## src/rtl/count_ctrl_pkg.sv

```systemverilog
// Shared types and default widths for the sweep counter controller.
package count_ctrl_pkg;

  localparam int N_DEF  = 8;
  localparam int SW_DEF = 4;

  typedef enum logic [1:0] {
    IDLE = 2'd0,
    UP   = 2'd1,
    DOWN = 2'd2,
    DONE = 2'd3
  } state_t;

endpackage

```

## src/rtl/updown_count_core.sv

```systemverilog
// Loadable up/down counter; load wins over enable, no wrap protection
// here because the controller never steps past its latched limits.
module updown_count_core
  import count_ctrl_pkg::*;
#(
  parameter int N = N_DEF
) (
  input  logic         clk,
  input  logic         reset,
  input  logic         en,
  input  logic         load,
  input  logic [N-1:0] load_val,
  input  logic         UP_DOWN,
  output logic [N-1:0] count
);

  logic [N-1:0] r_count;

  always_ff @(posedge clk) begin
    if (reset) begin
      r_count <= '0;
    end else if (load) begin
      r_count <= load_val;
    end else if (en) begin
      r_count <= UP_DOWN ? r_count + N'(1) : r_count - N'(1);
    end
  end

  assign count = r_count;

endmodule

```

## src/rtl/count_sweep_ctrl.sv

```systemverilog
// Sweep controller: ramps count lo->hi->lo a latched number of times.
//   state | meaning
//   IDLE  | waiting for a valid start; count holds
//   UP    | incrementing toward latched hi
//   DOWN  | decrementing toward latched lo
//   DONE  | final sweep finished; done pulses on the following cycle
module count_sweep_ctrl
  import count_ctrl_pkg::*;
#(
  parameter int N  = N_DEF,
  parameter int SW = SW_DEF
) (
  input  logic          clk,
  input  logic          reset,
  input  logic          start,
  input  logic          abort,
  input  logic          hold,
  input  logic [N-1:0]  lo_lim,
  input  logic [N-1:0]  hi_lim,
  input  logic [SW-1:0] sweeps,
  output logic          UP_DOWN,
  output logic [N-1:0]  count,
  output logic          busy,
  output logic          done,
  output logic          err
);

  state_t        r_state;
  logic [N-1:0]  r_lo;
  logic [N-1:0]  r_hi;
  logic [SW-1:0] r_rem;
  logic          r_up_down;
  logic          r_busy;
  logic          r_done;
  logic          r_err;

  logic [N-1:0]  w_count;
  logic          w_start_ok;
  logic          w_load;
  logic          w_en;
  logic          w_at_hi;
  logic          w_at_lo;

  assign w_start_ok = (lo_lim < hi_lim) && (sweeps != '0);
  assign w_load     = (r_state == IDLE) && start && w_start_ok;
  assign w_en       = ((r_state == UP) || (r_state == DOWN)) && !abort && !hold;
  // Turn around one step early so count lands exactly on the limit and never wraps.
  assign w_at_hi    = (w_count == r_hi - N'(1));
  assign w_at_lo    = (w_count == r_lo + N'(1));

  always_ff @(posedge clk) begin
    if (reset) begin
      r_state   <= IDLE;
      r_lo      <= '0;
      r_hi      <= '0;
      r_rem     <= '0;
      r_up_down <= 1'b0;
      r_busy    <= 1'b0;
      r_done    <= 1'b0;
      r_err     <= 1'b0;
    end else begin
      r_done <= 1'b0;
      r_err  <= 1'b0;
      case (r_state)
        IDLE: begin
          r_up_down <= 1'b0;
          r_busy    <= 1'b0;
          if (start) begin
            if (w_start_ok) begin
              r_lo      <= lo_lim;
              r_hi      <= hi_lim;
              r_rem     <= sweeps;
              r_state   <= UP;
              r_up_down <= 1'b1;
              r_busy    <= 1'b1;
            end else begin
              r_err <= 1'b1;
            end
          end
        end
        UP: begin
          if (abort) begin
            r_state   <= IDLE;
            r_up_down <= 1'b0;
            r_busy    <= 1'b0;
          end else if (!hold && w_at_hi) begin
            r_state   <= DOWN;
            r_up_down <= 1'b0;
          end
        end
        DOWN: begin
          if (abort) begin
            r_state   <= IDLE;
            r_up_down <= 1'b0;
            r_busy    <= 1'b0;
          end else if (!hold && w_at_lo) begin
            r_rem <= r_rem - SW'(1);
            if (r_rem == SW'(1)) begin
              r_state <= DONE;
              r_busy  <= 1'b0;
            end else begin
              r_state   <= UP;
              r_up_down <= 1'b1;
            end
          end
        end
        DONE: begin
          r_state <= IDLE;
          r_done  <= 1'b1;
        end
        default: begin
          r_state   <= IDLE;
          r_up_down <= 1'b0;
          r_busy    <= 1'b0;
        end
      endcase
    end
  end

  updown_count_core #(.N(N)) u_core (
    .clk      (clk),
    .reset    (reset),
    .en       (w_en),
    .load     (w_load),
    .load_val (lo_lim),
    .UP_DOWN  (r_up_down),
    .count    (w_count)
  );

  assign UP_DOWN = r_up_down;
  assign count   = w_count;
  assign busy    = r_busy;
  assign done    = r_done;
  assign err     = r_err;

endmodule

```

## config.mk

```make
export PLATFORM = sky130hd
export DESIGN_NAME = count_sweep_ctrl
export DESIGN_NICKNAME = d
export VERILOG_FILES = /design/src/rtl/count_ctrl_pkg.sv /design/src/rtl/updown_count_core.sv /design/src/rtl/count_sweep_ctrl.sv
export SDC_FILE = /design/constraint.sdc
export NUM_CORES = 1
export LEC_CHECK = 0
export BUFFER_PORTS_ARGS = -buffer_cell sky130_fd_sc_hd__buf_2
export CORE_MARGIN = 3
export CORE_UTILIZATION = 35
export CTS_CLUSTER_DIAMETER = 80
export DETAILED_ROUTE_END_ITERATION = 16
export PLACE_DENSITY_LB_ADDON = 0.15
export SETUP_SLACK_MARGIN = 0.5
export SLEW_MARGIN = 20
export SYNTH_ARGS = -nofsm -noshare
export SYNTH_HDL_FRONTEND = slang
export SYNTH_HIERARCHICAL = 1
export SYNTH_SLANG_ARGS = --single-unit
```

## constraint.sdc

```tcl
create_clock -name clk -period 2.7 [get_ports clk]
set_clock_uncertainty 0.1 [all_clocks]
set_input_delay 0.405 -clock clk [delete_from_list [all_inputs] [get_ports clk]]
set_output_delay 0.405 -clock clk [all_outputs]
set_load 0.01 [all_outputs]
```

# Yosys cells after proc, flatten, opt, wreduce, memory -nomap -nowiden

Index checks and enable logic that the tools add are counted.
Widths: inputs -> output; s select.

Add/sub/neg operators: 5
Magnitude comparators: 1
Equality and inequality tests: 15
Mux-type cells: 31
Bitwise logic cells: 2
Reduce and logical (&&, ||, !) cells: 21

Operators by type and width:

| kind                | number |
|---|---|
| $mux 8              | 3 |
| $add 8x1->8 const B | 2 |
| $eq 8x8->1          | 2 |
| $mux 4              | 4 |
| $sub 8x1->8 const B | 2 |
| $mux 2              | 7 |
| $mux 1              | 13 |
| $reduce_and 4->1    | 3 |
| $ne 3x2->1 const B  | 3 |
| $lt 8x8->1          | 1 |
| $ne 2x2->1 const B  | 4 |
| $pmux 2 s4          | 1 |
| $pmux 4 s2          | 1 |
| $logic_and 1x1->1   | 7 |
| $pmux 1 s3          | 2 |
| $reduce_and 5->1    | 1 |
| $eq 2x2->1 const B  | 2 |
| $eq 4x1->1 const B  | 1 |
| $reduce_bool 2->1   | 2 |
| $reduce_bool 4->1   | 1 |
| $sub 4x1->4 const B | 1 |
| $ne 3x3->1 const B  | 1 |
| $reduce_and 3->1    | 1 |
| $reduce_bool 3->1   | 1 |
| other kinds (7)     | 9 |

Register bits after elaboration: 34
Input bits: 25
Output and inout port bits: 12

# Logic depth before layout (Yosys ltp)

Gate-level depths: netlist of the first run.

Depth after elaboration: 6
Gate-level depth with buffers: 14

# Modules after synthesis

Netlist of the first run, hierarchy kept.

By module, submodules not included:

| module            | times used | cells an instance | area an instance (um2) | sequential area each (um2) |
|---|---|---|---|---|
| count_sweep_ctrl  | 1          | 243               | 2037.0                 | 520.5 |
| updown_count_core | 1          | 85                | 714.4                  | 160.2 |

# Worst setup path after synthesis of the first run

No wires, ideal clock.

Path kind: input-to-reg
From: in sweeps[2]
To: reg u_core.r_count[6], in the netlist u_core/count[6]
Arrival: 2.622 ns
Data required time: 2.538 ns
Path slack: -0.084 ns
Stages on the path: 10
Cell sequence: or4_1 o211ai_1 a211oi_2 nand3_2 buf_2 inv_1 buf_6 or3b_4 or4b_1 nand3_1

Longest elaborated chain between the ends: 4
Elaborated cells between the ends (all ways): 5
Those cells by class: mux (1); reduce/logical (4)

RTL lines:

| element                                     | RTL line                | RTL |
|---|---|---|
| from (decl)                                 | count_sweep_ctrl.sv:20  | `input logic [SW-1:0] sweeps,` |
| $reduce_bool 4->1 (*)                       | count_sweep_ctrl.sv:44  | `assign w_start_ok = (lo_lim < hi_lim) && (sweeps != '0);` |
| $logic_and 1x1->1 (*)                       | count_sweep_ctrl.sv:44  |  |
| $logic_and 1x1->1 (*)                       | count_sweep_ctrl.sv:45  | `assign w_load = (r_state == IDLE) && start && w_start_ok;` |
| via w_load                                  | count_sweep_ctrl.sv:39  | `logic w_load;` |
| $mux 8 or $reduce_bool 2->1 (tied branches) | n/a                     |  |
| to (signal assigned)                        | updown_count_core.sv:23 | `r_count <= load_val;` |
| to (signal assigned)                        | updown_count_core.sv:25 | `r_count <= UP_DOWN ? r_count + N'(1) : r_count - N'(1);` |
| to (decl)                                   | updown_count_core.sv:17 | `logic [N-1:0] r_count;` |

Mark *: on every way through the listed nets, which the timed path passes. The rest lies on a longest branch.
A chain may end at the register's enable or synchronous reset.

# Worst setup path in the final report of the first run

From: in sweeps[3]
To: reg u_core.r_count[6], in the netlist u_core/count[6]

Same word-level chain as after synthesis.

==> run summary, run 1 <==
• Post-synth ARST share: 0%
• final clock period utilization by the worst path: 83.7%
• proportion of power drawn by flip-flops and latches: 30.2%
• global routing usage summed across all routing layers: 17.1%
• grt ovf: 0
• Clock H-tree levels: 2
• Required @ worst endpoint: 2830 ps
• crit path from: sweeps[3]
• routed length per placed instance: 15.8 um
• full die area: 8960 um2
• number of buffers added by the clock tree synthesis step: 5
• max-slew violations: 0
• Core Util, Final: 49.5%
• final critical-path setup slack: 441 ps
• count of different cell masters after synthesis: 70
• number of sinks on the clock net: 34
• port buffer count: 36
• DP Worst Slack: 84.5 ps
• global-route wire length before repair: 12.0 mm
• placed inst area: 3050 um2
• Antenna diodes: 0
• switching power: 0.000782 W
• Finished Layout Cells: 483
• fraction of synthesized cell area taken by the top area cell type: 24.7%
• minimum clock period after layout: 2260 ps
• critical path arrival: 2390 ps
• launch instance of the worst min-delay path: lo_lim[5]
• die width: 94.7 um
• Via density: 5.36
• Sw Share: 36.6%
• detailed router's first-iteration violation count: 94
• HP Class: input pin to flop
• portion of the post-synthesis area used by sequential elements: 24.7%
• total number of nets in the final design: 431
• global placement routability congestion: 0.786
• commonest register cell after synthesis: sky130_fd_sc_hd__dfxtp_1
• largest net degree at the start of global routing: 37
• largest fanout of any net on the critical path: 6
• worst max-slew margin expressed relative to the limit: 60.9%
• number of nets in the synthesized netlist: 376
• post-route standard cell area excluding fillers: 3680 um2
• Static Leakage: 1.49 nW
• post-synthesis average cell area: 8.39 um2
• commonest non-fill, non-tap cells in the layout: 44 x sky130_fd_sc_hd__nor2_1, 31 x sky130_fd_sc_hd__a21oi_1, 31 x sky130_fd_sc_hd__buf_2
• result of the run: finished, final reports clean
• maximum clock rate: 443 MHz
• Setup TNS: 0 ps
• Peak VDD IR: 255 uV
• number of maximum-capacitance constraint violations: 0
• Max Buffers Root-to-Sink: 2
• total number of placement rows: 31
• number of iterations in the first detailed-routing pass: 4
• EDFF count, synth: 0
• largest area contributor in the netlist: sky130_fd_sc_hd__dfxtp_1
• DP Wirelength: 5.66 mm
• Reg clk slew, reported paths: 80 ps
• number of synthesized register bits: 34
• vias after detailed routing: 2588
• source-to-sink clock delay at the later pin of the worst-skew pair: 300 ps
• starting utilization of the core area: 36.9%
• worst slew pin tran: 587 ps
• via count of the first global-routing pass: 2441
• layout cell share with drive strength beyond 1: 36.7%
• detailed-route DRC error count: 0
• PwrDens: 581 nW/um2
• antenna violations before repair: 0
• placed cell count: 459
• crit path capture type: flop
• layout overhead on the synthesized area: 33.9%
• total number of yosys warnings: 6
• Final Hold Vio Count: 0
• reg-to-reg critical path startpoint: r_lo[1]$_SDFFE_PP0P_
• boundary pin count: 37
• drt total wl: 7.62 mm
• remaining number of nets flagged by the antenna check after routing: 0
• internal power summed over all cells: 0.00136 W
• launching element type of the critical path: input pin
• Logic pwr share: 42.5%
• type of the worst setup path: input pin to flop
• synthesized cell area: 2750 um2
• y dimension of the die: 94.7 um
• clock tree from TritonCTS: done
• dominant cells by area after synthesis: sky130_fd_sc_hd__dfxtp_1 25%, sky130_fd_sc_hd__ha_1 10%, sky130_fd_sc_hd__a21oi_1 6.5%
• synthesized instance count: 328
• Clock power frac: 27.2%
• final count of negative-setup-slack endpoints: 0
• unrepaired setup endpoints after global routing: true
• Clock Root Buffer: sky130_fd_sc_hd__clkbuf_8
• most common cell after layout, fill and taps aside: sky130_fd_sc_hd__nor2_1
• area of the core: 7450 um2
-- per-stage QoR --
stage	hold slack, ps	total power, W
final	253	0.00214
after global routing	252	0.00229
after CTS	259	0.00203
after detailed placement	401	0.00140
after global placement	391	0.00139
after floorplan	376	0.00121
-- worst max-delay path: stages --
cell and delay (ps):
sky130_fd_sc_hd__buf_6 90, sky130_fd_sc_hd__or4_4 510, sky130_fd_sc_hd__o211ai_1 160, sky130_fd_sc_hd__a211oi_2 100, sky130_fd_sc_hd__nand3_2 110, sky130_fd_sc_hd__inv_4 60, sky130_fd_sc_hd__or3b_4 380, sky130_fd_sc_hd__or4b_1 480
sky130_fd_sc_hd__nand3_1 90
-- synthesized netlist by cell type, drive strengths merged (6+ instances only) --
library cell,count
nand2,12
nor3,8
dfxtp,34
nor2,49
xor2,6
xnor2,16
inv,20
mux2i,10
a21oi,36
ha,22
o21ai,8
nand3,11
nor3b,9
-- path summary, 6_finish.rpt --
path                                                      to  slack [ps]  depth (start not counted)
worst max-delay path            u_core/count[6]$_SDFFE_PP0P_         440                          9
worst min-delay path                    r_lo[5]$_SDFFE_PP0P_         250                          3
worst max register to register       r_state[1]$_SDFFE_PP0P_         470                          9
worst min register to register         r_rem[3]$_SDFFE_PP0P_         410                          2
-- power by group through the flow --
stage               Sequential (W)  Combinational, W  Clock [W]
finish                    0.000647          0.000910   0.000583
global route              0.000658           0.00101   0.000621
CTS                       0.000645          0.000790   0.000600
detailed placement        0.000655          0.000740          0
global placement          0.000655          0.000734          0
floorplan                 0.000639          0.000575          0
-- registers in the layout, summed over array words and instances (netlist names) --
name          count
r_state           2
r_lo              8
r_rem             4
UP_DOWN           1
done              1
r_hi              8
err               1
u_core/count      8
busy              1
-- area by class of cell --
cell class / count / area [um2]
Timing Repair Buffer: 58 / 437
Clock inverter: 3 / 68.8
Multi-Input combinational cell: 264 / 2200
Tap cell: 99 / 124
Sequential cell: 34 / 699
Fill cell: 734 / 3760
Inverter: 20 / 82.6
Clock buffer: 5 / 68.8
-- timing repair --
action | 4_1_cts | 5_1_grt
pin swaps | 11 | 26
setup endpoints to repair | 12 | 16
setup buffers | 9 | 7
hold buffers | 0 | 0
gates resized for setup | 21 | 64
-- routing by layer --
layer / global-route usage [%] / share of wire (%) / up-vias
li1: - / - / 1293
met1: 22.6 / 45 / 1227
met2: 28.8 / 49 / 60
met3: 3.82 / 5.1 / 8
met4: 2.52 / 0.64 / 0
met5: 0 / 0 / -
-- cell families (layout without fill, tap and decap cells) --
| family | after synthesis | in the layout | synth area share, % |
|---|---|---|---|
| buffers and inverters | 30 | 86 | 5.09 |
| XOR/XNOR | 22 | 22 | 7.00 |
| AO/OA/AOI/OAI | 82 | 82 | 22.6 |
| adder cells (fa/ha/maj) | 23 | 23 | 10.7 |
| flip-flops | 34 | 34 | 24.7 |
| AND/OR/NAND/NOR | 125 | 125 | 25.3 |
| multiplexers | 12 | 12 | 4.59 |
(Power assumes the default switching activity.)
==> inputs of run 2 (changes only) <==
--- a/config.mk
+++ b/config.mk
@@ -5,6 +5,7 @@
 export SDC_FILE = /design/constraint.sdc
 export NUM_CORES = 1
 export LEC_CHECK = 0
+export ABC_AREA = 1
 export BUFFER_PORTS_ARGS = -buffer_cell sky130_fd_sc_hd__buf_2
 export CORE_MARGIN = 3
 export CORE_UTILIZATION = 35
==> constraint.sdc (replaced) <==
create_clock -name clk -period 1.9 [get_ports clk]
set_clock_uncertainty 0.1 [all_clocks]
set_input_delay 0.285 -clock clk [delete_from_list [all_inputs] [get_ports clk]]
set_output_delay 0.285 -clock clk [all_outputs]
set_load 0.01 [all_outputs]
==> run 2 against run 1 <==
Compared with the run above: die area down 2.6%; hold slack worse by 77 ps; final cell count up 26%; non-clock buffer count up 21; largest cell class unchanged; critical endpoint is now UP_DOWN$_SDFFE_PP0P_; global-route usage up 1.1 points.
==> run summary, run 2 <==
• worst-path cell chain: inv_2 > ha_4 > nand2_1 > nand3b_1 > nor2_1 > nand3_1 > nor2_1 > nand3_2 > nand2_4 > nand3_2 > nand2_1 > nand2_1 > nor2_1
• number of iterations in the first detailed-routing pass: 4
• total number of placement rows: 31
• Reg clk slew, reported paths: 70 ps
• Clock Root Buffer: sky130_fd_sc_hd__clkbuf_8
• source-to-sink clock delay at the later pin of the worst-skew pair: 290 ps
• global routing usage summed across all routing layers: 18.2%
• grt ovf: 0
• type of the worst setup path: flop to flop
• vias after detailed routing: 2946
• PwrDens: 1280 nW/um2
• Final Hold Vio Count: 0
• crit-path max cell delay: 340 ps
• detailed router's first-iteration violation count: 101
• maximum clock rate: 555 MHz
• HP Class: input pin to flop
• boundary pin count: 37
• total number of nets in the final design: 557
• y dimension of the die: 93.4 um
• most numerous cell types in the synthesized netlist: 120 x sky130_fd_sc_hd__nand2_1, 67 x sky130_fd_sc_hd__inv_1, 42 x sky130_fd_sc_hd__nor2_1
• die width: 93.4 um
• Post-synth ARST share: 0%
• final critical-path setup slack: 99.6 ps
• Register-to-Register Path Depth: 13
• post-route standard cell area excluding fillers: 3820 um2
• crit path capture type: flop
• Clock H-tree levels: 2
• layout cell share with drive strength beyond 1: 35.3%
• EDFF count, synth: 0
• launch instance of the worst min-delay path: hi_lim[3]
• largest net degree at the start of global routing: 29
• cell at the slowest stage of the critical path: sky130_fd_sc_hd__dfxtp_2
• antenna violations before repair: 0
• most common cell after layout, fill and taps aside: sky130_fd_sc_hd__nand2_1
• number of nets in the synthesized netlist: 478
• Max Buffers Root-to-Sink: 2
• clock tree from TritonCTS: done
• unrepaired setup endpoints after global routing: true
• most frequent cell after synthesis: sky130_fd_sc_hd__nand2_1
• critical path arrival: 1930 ps
• portion of the post-synthesis area used by sequential elements: 25.5%
• Worst R2R Setup Slack: 100 ps
• area of the core: 7330 um2
• full die area: 8720 um2
• Post-Route Hold Slack: 176 ps
• largest area contributor in the netlist: sky130_fd_sc_hd__dfxtp_1
• Antenna diodes: 0
• port buffer count: 36
• number of synthesized register bits: 34
• fraction of synthesized cell area taken by the top area cell type: 25.5%
• largest delay contributor family on the critical path: simple AND/OR/NAND/NOR gates
• total number of yosys warnings: 6
• reg-to-reg critical path startpoint: r_hi[0]$_SDFFE_PP0P_
• worst setup path endpoint: UP_DOWN$_SDFFE_PP0P_
• placed inst area: 3340 um2
• Via density: 4.84
• starting utilization of the core area: 36.5%
• DP Wirelength: 6.13 mm
• global-route wire length before repair: 12.6 mm
• post-synthesis average cell area: 6.22 um2
• drt total wl: 7.71 mm
• max-slew violations: 0
• via count of the first global-routing pass: 2738
• number of sinks on the clock net: 34
• final count of negative-setup-slack endpoints: 0
• Peak VDD IR: 687 uV
• routed length per placed instance: 12.7 um
• DP Worst Slack: -130 ps
• commonest non-fill, non-tap cells in the layout: 103 x sky130_fd_sc_hd__nand2_1, 54 x sky130_fd_sc_hd__inv_1, 36 x sky130_fd_sc_hd__nor2_1
• detailed-route DRC error count: 0
• hold-fix buffer count after cts: 0
• crit path from: r_hi[0]$_SDFFE_PP0P_
• synthesized cell area: 2670 um2
• worst max-slew margin expressed relative to the limit: 71.3%
• worst slew pin tran: 427 ps
• synthesized instance count: 430
• Required @ worst endpoint: 2030 ps
• result of the run: finished, final reports clean
• number of buffers added by the clock tree synthesis step: 5
• final clock period utilization by the worst path: 94.8%
• number of maximum-capacitance constraint violations: 0
• remaining number of nets flagged by the antenna check after routing: 0
• count of filler cells inserted in the layout: 727
• minimum clock period after layout: 1800 ps
• launching element type of the critical path: flop
• post-layout power: 0.00490 W
• Reg-to-Reg End: UP_DOWN$_SDFFE_PP0P_
• Static Leakage: 1.86 nW
• Crit path depth: 13
• dominant cells by area after synthesis: sky130_fd_sc_hd__dfxtp_1 25%, sky130_fd_sc_hd__nand2_1 17%, sky130_fd_sc_hd__ha_1 10%
• layout overhead on the synthesized area: 43.0%
• sum of buffers and inverters on the critical path: 1
• commonest register cell after synthesis: sky130_fd_sc_hd__dfxtp_1
• global placement routability congestion: 0.891
• count of different cell masters after synthesis: 37
• largest fanout of any net on the critical path: 3
• Setup TNS: 0 ps
-- run 2: cell count changes in the layout (fill, tap and decap cells not counted), moves of 13 or more --
cell / previous run / this run
sky130_fd_sc_hd__nand3_1: 9 / 28
sky130_fd_sc_hd__a21oi_1: 31 / 18
sky130_fd_sc_hd__nand2_1: 12 / 103
sky130_fd_sc_hd__inv_1: 12 / 54
sky130_fd_sc_hd__nand2_2: 0 / 15
sky130_fd_sc_hd__buf_4: 14 / 35
-- run 2: final cells by class --
cell class | instances | area, um2 | share of cell area (%)
Timing Repair Buffer | 79 | 621 | 16.2
Multi-Input combinational cell | 318 | 2000 | 52.3
Clock inverter | 1 | 5.00 | 0.131
Sequential cell | 34 | 697 | 18.2
Clock buffer | 7 | 86.3 | 2.26
Tap cell | 99 | 124 | 3.24
Inverter | 71 | 292 | 7.63
-- run 2: repair_timing --
| item | 4_1_cts | 5_1_grt |
|---|---|---|
| gates cloned | 0 | 0 |
| pin swaps | 17 | 18 |
| setup endpoints to repair | 33 | 37 |
| buffers inserted | 7 | 2 |
| gates resized for setup | 35 | 72 |
-- run 2: worst min-delay path by stage --
stage / endpoint / slack, ps / cells past startpoint
final: r_hi[3]$_SDFFE_PP0P_ / 180 / 3
after global routing: err$_SDFF_PP0_ / 180 / 3
after CTS: r_lo[1]$_SDFFE_PP0P_ / 140 / 3
after detailed placement: r_lo[7]$_SDFFE_PP0P_ / 360 / 2
after global placement: r_lo[7]$_SDFFE_PP0P_ / 350 / 2
after floorplan: r_lo[1]$_SDFFE_PP0P_ / 250 / 1
-- run 2: metrics by stage --
stage | cells | utilization, %
6_report | 609 | 52.1
3_5_place_dp | 592 | 45.6
4_1_cts | 607 | 49.0
2_1_floorplan | 430 | -
5_1_grt | 609 | 52.1
3_3_place_gp | 592 | 45.6
-- run 2: kinds of logic (layout without fill, tap and decap cells) --
logic type | after synthesis | in the layout | synth area share [%]
buffers and inverters | 78 | 158 | 11.5
flip-flops | 34 | 34 | 25.5
AND/OR/NAND/NOR | 221 | 221 | 35.5
XOR/XNOR | 9 | 9 | 2.95
AO/OA/AOI/OAI | 65 | 65 | 13.5
adder cells (fa/ha/maj) | 23 | 23 | 11.0
-- run 2: power breakdown --
| group | internal [W] | switching, W | leakage (nW) |
|---|---|---|---|
| Sequential | 0.000935 | 0.000221 | 0.284 |
| Clock | 0.000293 | 0.000276 | 0.0482 |
| Combinational | 0.00134 | 0.00183 | 1.52 |
| Total | 0.00257 | 0.00233 | 1.86 |
-- run 2: worst register-to-register path, stage by stage, from the launching register on --
cell and delay [ps]:
sky130_fd_sc_hd__dfxtp_2 340, sky130_fd_sc_hd__inv_2 50, sky130_fd_sc_hd__ha_4 230, sky130_fd_sc_hd__nand2_1 60
sky130_fd_sc_hd__nand3b_1 70, sky130_fd_sc_hd__nor2_1 120, sky130_fd_sc_hd__nand3_1 100, sky130_fd_sc_hd__nor2_1 120
sky130_fd_sc_hd__nand3_2 140, sky130_fd_sc_hd__nand2_4 120, sky130_fd_sc_hd__nand3_2 80, sky130_fd_sc_hd__nand2_1 70
sky130_fd_sc_hd__nand2_1 50, sky130_fd_sc_hd__nor2_1 100
-- run 2: routing by layer --
layer  GRT usage, %  part of all wire (%)  up-vias
met5              0                     0        -
met4           6.35                   2.7        0
met3           3.30                   3.6       16
met2           31.3                    47       53
met1           22.6                    47     1339
li1               -                     -     1538
